$ cat src/rtl/pipelined_shifter.sv
// ----------------------------------------------------------------------------
// pipelined_shifter
//
// Parametrised, pipelined barrel shifter for the ALU execute path.
// Supports SLL, SRL, SRA, ROL and ROR. All five functions share one
// left-shift datapath: right-hand functions bit-reverse the operand on
// entry and bit-reverse the result on exit. The log2 shift levels are
// spread evenly over STAGES register stages, and the pipeline is
// controlled by a single global stall driven by the output handshake.
//
// Parameters
//   WIDTH  : operand width, power of two, 8..64
//   SHW    : shift-amount width, derived from WIDTH (do not override)
//   STAGES : register stages (1..SHW), equal to the latency in cycles
//   TAGW   : width of the sideband tag carried with each operation
//
// Ports
//   clk       : clock, rising edge
//   rst       : asynchronous active-high reset
//   in_valid  : operation presented
//   in_ready  : operation accepted this cycle (combinational)
//   A         : operand
//   B         : shift amount (modulo WIDTH by construction)
//   SFN       : 000 SLL, 001 SRL, 011 SRA, 100 ROL, 101 ROR, else illegal
//   in_tag    : sideband, returned unchanged
//   out_valid : result valid
//   out_ready : consumer accepts result
//   Y         : result
//   out_tag   : tag of the result
//   out_err   : SFN was illegal; Y carries A unshifted
// ----------------------------------------------------------------------------
module pipelined_shifter #(
   parameter int WIDTH  = 32,
   parameter int SHW    = $clog2(WIDTH),
   parameter int STAGES = 2,
   parameter int TAGW   = 4
) (
   input  logic              clk,
   input  logic              rst,
   input  logic              in_valid,
   output logic              in_ready,
   input  logic [WIDTH-1:0]  A,
   input  logic [SHW-1:0]    B,
   input  logic [2:0]        SFN,
   input  logic [TAGW-1:0]   in_tag,
   output logic              out_valid,
   input  logic              out_ready,
   output logic [WIDTH-1:0]  Y,
   output logic [TAGW-1:0]   out_tag,
   output logic              out_err
);

   localparam int LAST = STAGES - 1;

   // Mirror a word end to end; used on entry and exit of right-hand functions.
   function automatic logic [WIDTH-1:0] bit_rev(input logic [WIDTH-1:0] d);
      logic [WIDTH-1:0] r;
      r = {WIDTH{1'b0}};
      for (int i = 0; i < WIDTH; i++) begin
         r[i] = d[WIDTH-1-i];
      end
      return r;
   endfunction

   // One left-shift level. The word below the operand supplies the bits
   // that enter at the bottom: a copy of the operand for rotates (circular),
   // otherwise a replicated fill bit (0 for logical, sign for arithmetic).
   function automatic logic [WIDTH-1:0] shl_level(input logic [WIDTH-1:0] d,
                                                  input int unsigned      sh,
                                                  input logic             rot,
                                                  input logic             fill);
      logic [2*WIDTH-1:0] ext;
      ext = {d, (rot ? d : {WIDTH{fill}})};
      ext = ext << sh;
      return ext[2*WIDTH-1:WIDTH];
   endfunction

   // Stage that owns shift level k; spreads the levels evenly over STAGES.
   function automatic int stage_of(input int k);
      return (k * STAGES) / SHW;
   endfunction

   // ---------------------------------------------------------------------
   // Entry decode
   // ---------------------------------------------------------------------
   logic              legal_s;
   logic              fill_s;
   logic              rev_s;
   logic              rot_s;
   logic [SHW-1:0]    amt_s;
   logic [WIDTH-1:0]  ent_dat_s;

   // Classify SFN, pick the fill bit and prepare the (possibly reversed) operand.
   always_comb begin
      legal_s = 1'b0;
      fill_s  = 1'b0;
      case (SFN)
         3'b000, 3'b001, 3'b100, 3'b101: begin
            legal_s = 1'b1;
            fill_s  = 1'b0;
         end
         3'b011: begin
            // SRA fills with the MSB of the original, unreversed operand.
            legal_s = 1'b1;
            fill_s  = A[WIDTH-1];
         end
         default: begin
            legal_s = 1'b0;
            fill_s  = 1'b0;
         end
      endcase
      rev_s = SFN[0];
      rot_s = SFN[2];
      // An illegal function passes A through: no shift, and any entry
      // reversal is undone by the matching exit reversal.
      if (legal_s) begin
         amt_s = B;
      end else begin
         amt_s = {SHW{1'b0}};
      end
      if (rev_s) begin
         ent_dat_s = bit_rev(A);
      end else begin
         ent_dat_s = A;
      end
   end

   // ---------------------------------------------------------------------
   // Pipeline state: one register set after the last level of each stage
   // ---------------------------------------------------------------------
   logic [STAGES-1:0]  vld_r;
   logic [WIDTH-1:0]   dat_r  [STAGES];
   logic [SHW-1:0]     amt_r  [STAGES];
   logic               rot_r  [STAGES];
   logic               fill_r [STAGES];
   logic               rev_r  [STAGES];
   logic               err_r  [STAGES];
   logic [TAGW-1:0]    tag_r  [STAGES];

   // Stage inputs: stage 0 is fed by the entry decode, later stages by
   // the register of the stage before them.
   logic [STAGES-1:0]  in_vld_s;
   logic [WIDTH-1:0]   in_dat_s  [STAGES];
   logic [SHW-1:0]     in_amt_s  [STAGES];
   logic               in_rot_s  [STAGES];
   logic               in_fill_s [STAGES];
   logic               in_rev_s  [STAGES];
   logic               in_err_s  [STAGES];
   logic [TAGW-1:0]    in_tag_s  [STAGES];
   logic [WIDTH-1:0]   nxt_dat_s [STAGES];

   logic               advance_s;

   // Global stall: everything moves when the output slot is free or draining.
   always_comb begin
      advance_s = out_ready | ~vld_r[LAST];
   end

   assign in_ready = advance_s;

   // Route each stage's inputs from the entry decode or the previous register.
   always_comb begin
      in_vld_s     = {STAGES{1'b0}};
      in_vld_s[0]  = in_valid;
      in_dat_s[0]  = ent_dat_s;
      in_amt_s[0]  = amt_s;
      in_rot_s[0]  = rot_s;
      in_fill_s[0] = fill_s;
      in_rev_s[0]  = rev_s;
      in_err_s[0]  = ~legal_s;
      in_tag_s[0]  = in_tag;
      for (int s = 1; s < STAGES; s++) begin
         in_vld_s[s]  = vld_r[s-1];
         in_dat_s[s]  = dat_r[s-1];
         in_amt_s[s]  = amt_r[s-1];
         in_rot_s[s]  = rot_r[s-1];
         in_fill_s[s] = fill_r[s-1];
         in_rev_s[s]  = rev_r[s-1];
         in_err_s[s]  = err_r[s-1];
         in_tag_s[s]  = tag_r[s-1];
      end
   end

   // Apply the shift levels owned by each stage; level k shifts by 2^k.
   always_comb begin : p_levels
      logic [WIDTH-1:0] cur;
      cur = {WIDTH{1'b0}};
      for (int s = 0; s < STAGES; s++) begin
         cur = in_dat_s[s];
         for (int k = 0; k < SHW; k++) begin
            if ((stage_of(k) == s) && in_amt_s[s][k]) begin
               cur = shl_level(cur, 32'd1 << k, in_rot_s[s], in_fill_s[s]);
            end else begin
               cur = cur;
            end
         end
         nxt_dat_s[s] = cur;
      end
   end

   // Stage registers: cleared by reset, loaded together on advance, held on stall.
   always_ff @(posedge clk or posedge rst) begin
      if (rst) begin
         vld_r <= {STAGES{1'b0}};
         for (int s = 0; s < STAGES; s++) begin
            dat_r[s]  <= {WIDTH{1'b0}};
            amt_r[s]  <= {SHW{1'b0}};
            rot_r[s]  <= 1'b0;
            fill_r[s] <= 1'b0;
            rev_r[s]  <= 1'b0;
            err_r[s]  <= 1'b0;
            tag_r[s]  <= {TAGW{1'b0}};
         end
      end else if (advance_s) begin
         vld_r <= in_vld_s;
         for (int s = 0; s < STAGES; s++) begin
            dat_r[s]  <= nxt_dat_s[s];
            amt_r[s]  <= in_amt_s[s];
            rot_r[s]  <= in_rot_s[s];
            fill_r[s] <= in_fill_s[s];
            rev_r[s]  <= in_rev_s[s];
            err_r[s]  <= in_err_s[s];
            tag_r[s]  <= in_tag_s[s];
         end
      end
   end

   // ---------------------------------------------------------------------
   // Outputs: taken from the final register; exit reversal is wiring only.
   // ---------------------------------------------------------------------
   assign out_valid = vld_r[LAST];
   assign Y         = rev_r[LAST] ? bit_rev(dat_r[LAST]) : dat_r[LAST];
   assign out_tag   = tag_r[LAST];
   assign out_err   = err_r[LAST];

endmodule

$ cat config.mk
export PLATFORM = sky130hd
export DESIGN_NAME = pipelined_shifter
export DESIGN_NICKNAME = d
export VERILOG_FILES = /design/src/rtl/pipelined_shifter.sv
export SDC_FILE = /design/constraint.sdc
export NUM_CORES = 1
export LEC_CHECK = 0
export ABC_CLOCK_PERIOD_IN_PS = 3600
export BUFFER_PORTS_ARGS = -buffer_cell sky130_fd_sc_hd__buf_2
export CORE_ASPECT_RATIO = 0.9
export CORE_MARGIN = 8
export CORE_UTILIZATION = 30
export DETAILED_ROUTE_END_ITERATION = 6
export GPL_TIMING_DRIVEN = 0
export SETUP_SLACK_MARGIN = 0.1
export SYNTH_ARGS = -nofsm -noshare
export SYNTH_HDL_FRONTEND = slang
export SYNTH_SLANG_ARGS = --single-unit
$ cat constraint.sdc
create_clock -name clk -period 3.6 [get_ports clk]
set_input_delay 0.72 -clock clk [delete_from_list [all_inputs] [get_ports clk]]
set_output_delay 0.72 -clock clk [all_outputs]
set_load 0.02 [all_outputs]
# == After elaboration in Yosys (flattened, before gate mapping) ==
# Index checks and enable logic that the tools add are counted.
# word_totals
regBits,85
in_bits,48
output_inout_bits,39
word_cells,36
# op_classes
n_eq_ne,4
mux,15
n_bitwise,3
reduce_logical,2
# ops
cell,count
2-to-1 mux 32 bit,12
== test 3 bit (second input constant),2
2-to-1 mux 5 bit,1
OR reduction 5 bit,1
== test 3 x 1 -> 1 bit (second input constant),1
== test 3 x 2 -> 1 bit (second input constant),1
zero test 3 bit,1
2-to-1 mux 1 bit,2
NOT 1 bit,2
bitwise OR 1 bit,1

# == Logic depth before layout (Yosys ltp) ==
# logic_depth
ltp_word,9
ltp_mapped,8
ltp_nobuf,6

# == Worst setup path after synthesis ==
# OpenSTA, ideal clock, no wires.
# synth_timing
path_type,input to output
startpoint,input port out_ready
endpoint,output port in_ready
arrival_time_ps,1556
t_required_ps,2880
path_slack_ps,1324
cell_stages,4
path_cell_list,nor2b_1 clkinv_1 clkbuf_1 clkbuf_1
# synth_between
elab_chain_len,1
# synth_lines
element,line,text
from (decl),47,"input logic out_ready,"
bitwise OR 1 bit,156,advance_s = out_ready | ~vld_r[LAST];
to (decl),41,"output logic in_ready,"
# Every way passes these cells.

# == Worst setup path after layout ==
# Same ends and word-level chain as after synthesis.

==> results_dict.tcl <==
set metrics [dict create \
    synth-seq-cells 82 \
    drv_slew 0 \
    n_antenna_cell 0 \
    grt_overflow 0 \
    die_h_um 151 \
    status "completed" \
    cp_max_fo 10 \
    synth_edf_count 0 \
    rrSetupSlack_ns 1.28 \
    ys_top_cells_by_area "dfrtp_1, mux2i_1, mux2_2" \
    synth_top_area_cell "dfrtp_1" \
    finalHoldViolCount 0 \
    gp_congestion 0.905 \
    cp.required_ns 2.88 \
    synth_area_mm2 0.00607 \
    cts_htree_levels 3 \
    initial_core_util 0.305 \
    ys_warn_count 0 \
    post-route-cell-area_mm2 0.00714 \
    leakagePower_nw 3.06 \
    core_area_mm2 0.0199 \
    synth_ff_type "dfrtp_1" \
    hold_path_class "in2async" \
    ys_seq_area_frac 0.338 \
    vdd_drop_max_mv 0.258 \
    grt_max_degree 72 \
    r2r_cells 6 \
    avgRoutedWirePerCell_um 19.8 \
    cts_sinks 82 \
    post_dp_cell_area_mm2 0.00685 \
    powerDensity_mw_per_mm2 534 \
    grt.total_usage 0.166 \
    wl_um 20700 \
    cts_tree "done" \
    final_layout_size_suffix_gt1_frac 0.238 \
    critPathKind "in2out" \
    fmax_mhz 308 \
    drtIter0Drc 496 \
    io_buffers 86 \
    worst_pin_slew_ns 0.735 \
    start_kind "primary input" \
    grt_pass1_wl_um 33400 \
    clock_latency_ns 0.34 \
    vias 5732 \
    final_cells 1048 \
    die_w_um 166 \
    clk_pin_slew_worst_paths_ns 0.06 \
    drc 0 \
    timing.max_cap.violations 0 \
    rr_endpoint "dat_r[43]" \
    fin_crit_sh 0.903 \
    ys_async_sr_fraction 1.00 \
    synth_top_cell_area_share 0.338 \
    clockBufferDepth 2 \
    pin_count 87 \
    r2r_start "vld_r[1]" \
    synth_most_common_cell "nand2_1" \
    antenna_found_initial 0 \
    finClkSkew_ns 0.00538 \
    slew_headroom 0.504 \
    yosys-top-cells-count "nand2_1, dfrtp_1, mux2i_1" \
    setup_viol 0 \
    arrival_ns 2.53 \
    first_pass_iters 6 \
    grt_pass1_vias 5695 \
    numCtsBuffers 9 \
    syn2layout_area_growth_pct 17.6 \
    holdWs_ns 0.291 \
    vias_per_cell 5.47 \
    placementRows 49 \
    end_kind "output port" \
    post_cts_buffers 0 \
    drtAntennaViolNets 0 \
    cts_hold_buffers 0 \
    syn_inst 691 \
    synth_nets 739 \
    hpwlAfterDp_um 16400 \
    dp.cells 1033 \
    ctsRootBufferMaster "clkbuf_16" \
    fp.dieArea_mm2 0.0250 \
    final_nets 837 \
    synth_area_per_cell_um2 8.78 \
    finish.utilization 0.358 \
    rsz0062_at_grt "no" \
    period_minus_slack_ns 3.25 \
    yosysUniqueCellTypes 45 \
    ctsResizeCount 0 \
]
-- sequential cells by signal (all words and copies together), names as in the netlist --
| name | count |
|---|---|
| amt_r | 2 |
| dat_r | 64 |
| err_r | 1 |
| fill_r | 1 |
| in_rev_s | 1 |
| in_rot_s | 1 |
| in_tag_s | 4 |
| out_err | 1 |
| out_tag | 4 |
| rev_r | 1 |
| vld_r | 2 |
-- worst max-delay path by stage --
stage	startpoint	to	slack [ns]	cells past startpoint
after detailed placement	out_ready	in_ready	0.32	6
final	out_ready	in_ready	0.35	6
after floorplan	rst	amt_r[8]	0.77	1
after CTS	out_ready	in_ready	0.31	6
after global routing	out_ready	in_ready	0.15	6
after global placement	rst	dat_r[59]	-0.25	2
-- cell type report --
class | count | area [um2]
Buffer | 61 | 307
Clock buffer | 12 | 246
Clock inverter | 3 | 40.0
Fill cell | 2081 | 12800
Inverter | 6 | 25.0
Multi-Input combinational cell | 542 | 3690
Sequential cell | 82 | 2050
Tap cell | 255 | 319
Timing Repair Buffer | 87 | 458
-- critical path, stage by stage --
cell and delay, ns:
buf_2 0.09, nor2b_1 0.44, clkinv_1 0.31, clkbuf_1 0.35
clkbuf_1 0.35, buf_2 0.25
-- cells by family after synthesis --
logic type / synth area share
and+or+nand+nor: 0.180
buffers and inverters: 0.0542
muxes: 0.246
AOI/OAI and AO/OA: 0.182
DFF: 0.338
-- through the flow --
| stage | worst slack, ns | power, W | TNS (ns) |
|---|---|---|---|
| after floorplan | 0.772 | 0.00237 | 0 |
| after global placement | -0.247 | 0.00290 | -19.67 |
| after detailed placement | 0.320 | 0.00291 | 0 |
| after CTS | 0.305 | 0.00383 | 0 |
| after global routing | 0.152 | 0.00405 | 0 |
| final | 0.349 | 0.00381 | 0 |
-- layer usage --
layer | global-route usage | up-vias | part of all wire
met3 | 0.0302 | 24 | 0.066
met4 | 0.0372 | 0 | 0.014
li1 | - | 2729 | -
met5 | 0 | - | 0
met2 | 0.250 | 231 | 0.42
met1 | 0.242 | 2748 | 0.50
-- power breakdown --
| group | switching [W] | internal, W | total (W) |
|---|---|---|---|
| combinational | 0.000949 | 0.000623 | 0.00157 |
| sequential | 0.000193 | 0.00114 | 0.00134 |
| clock | 0.000351 | 0.000550 | 0.000901 |
| total | 0.00149 | 0.00232 | 0.00381 |
-- layout by cell type (no fill, tap or decap), types with 8 or more instances in the layout --
master,count
nand3b_1,8
mux2i_1,78
nand2_1,87
clkbuf_1,35
dfrtp_1,82
nand2b_1,19
mux2_2,57
nor3_1,31
a31oi_1,9
a21oi_1,46
o31ai_1,18
a211oi_1,32
clkbuf_16,9
o21ai_0,15
a221oi_1,16
nor2b_1,11
nand3_1,8
buf_2,99
nor2_1,68
Power figures use the tool's default switching activity.
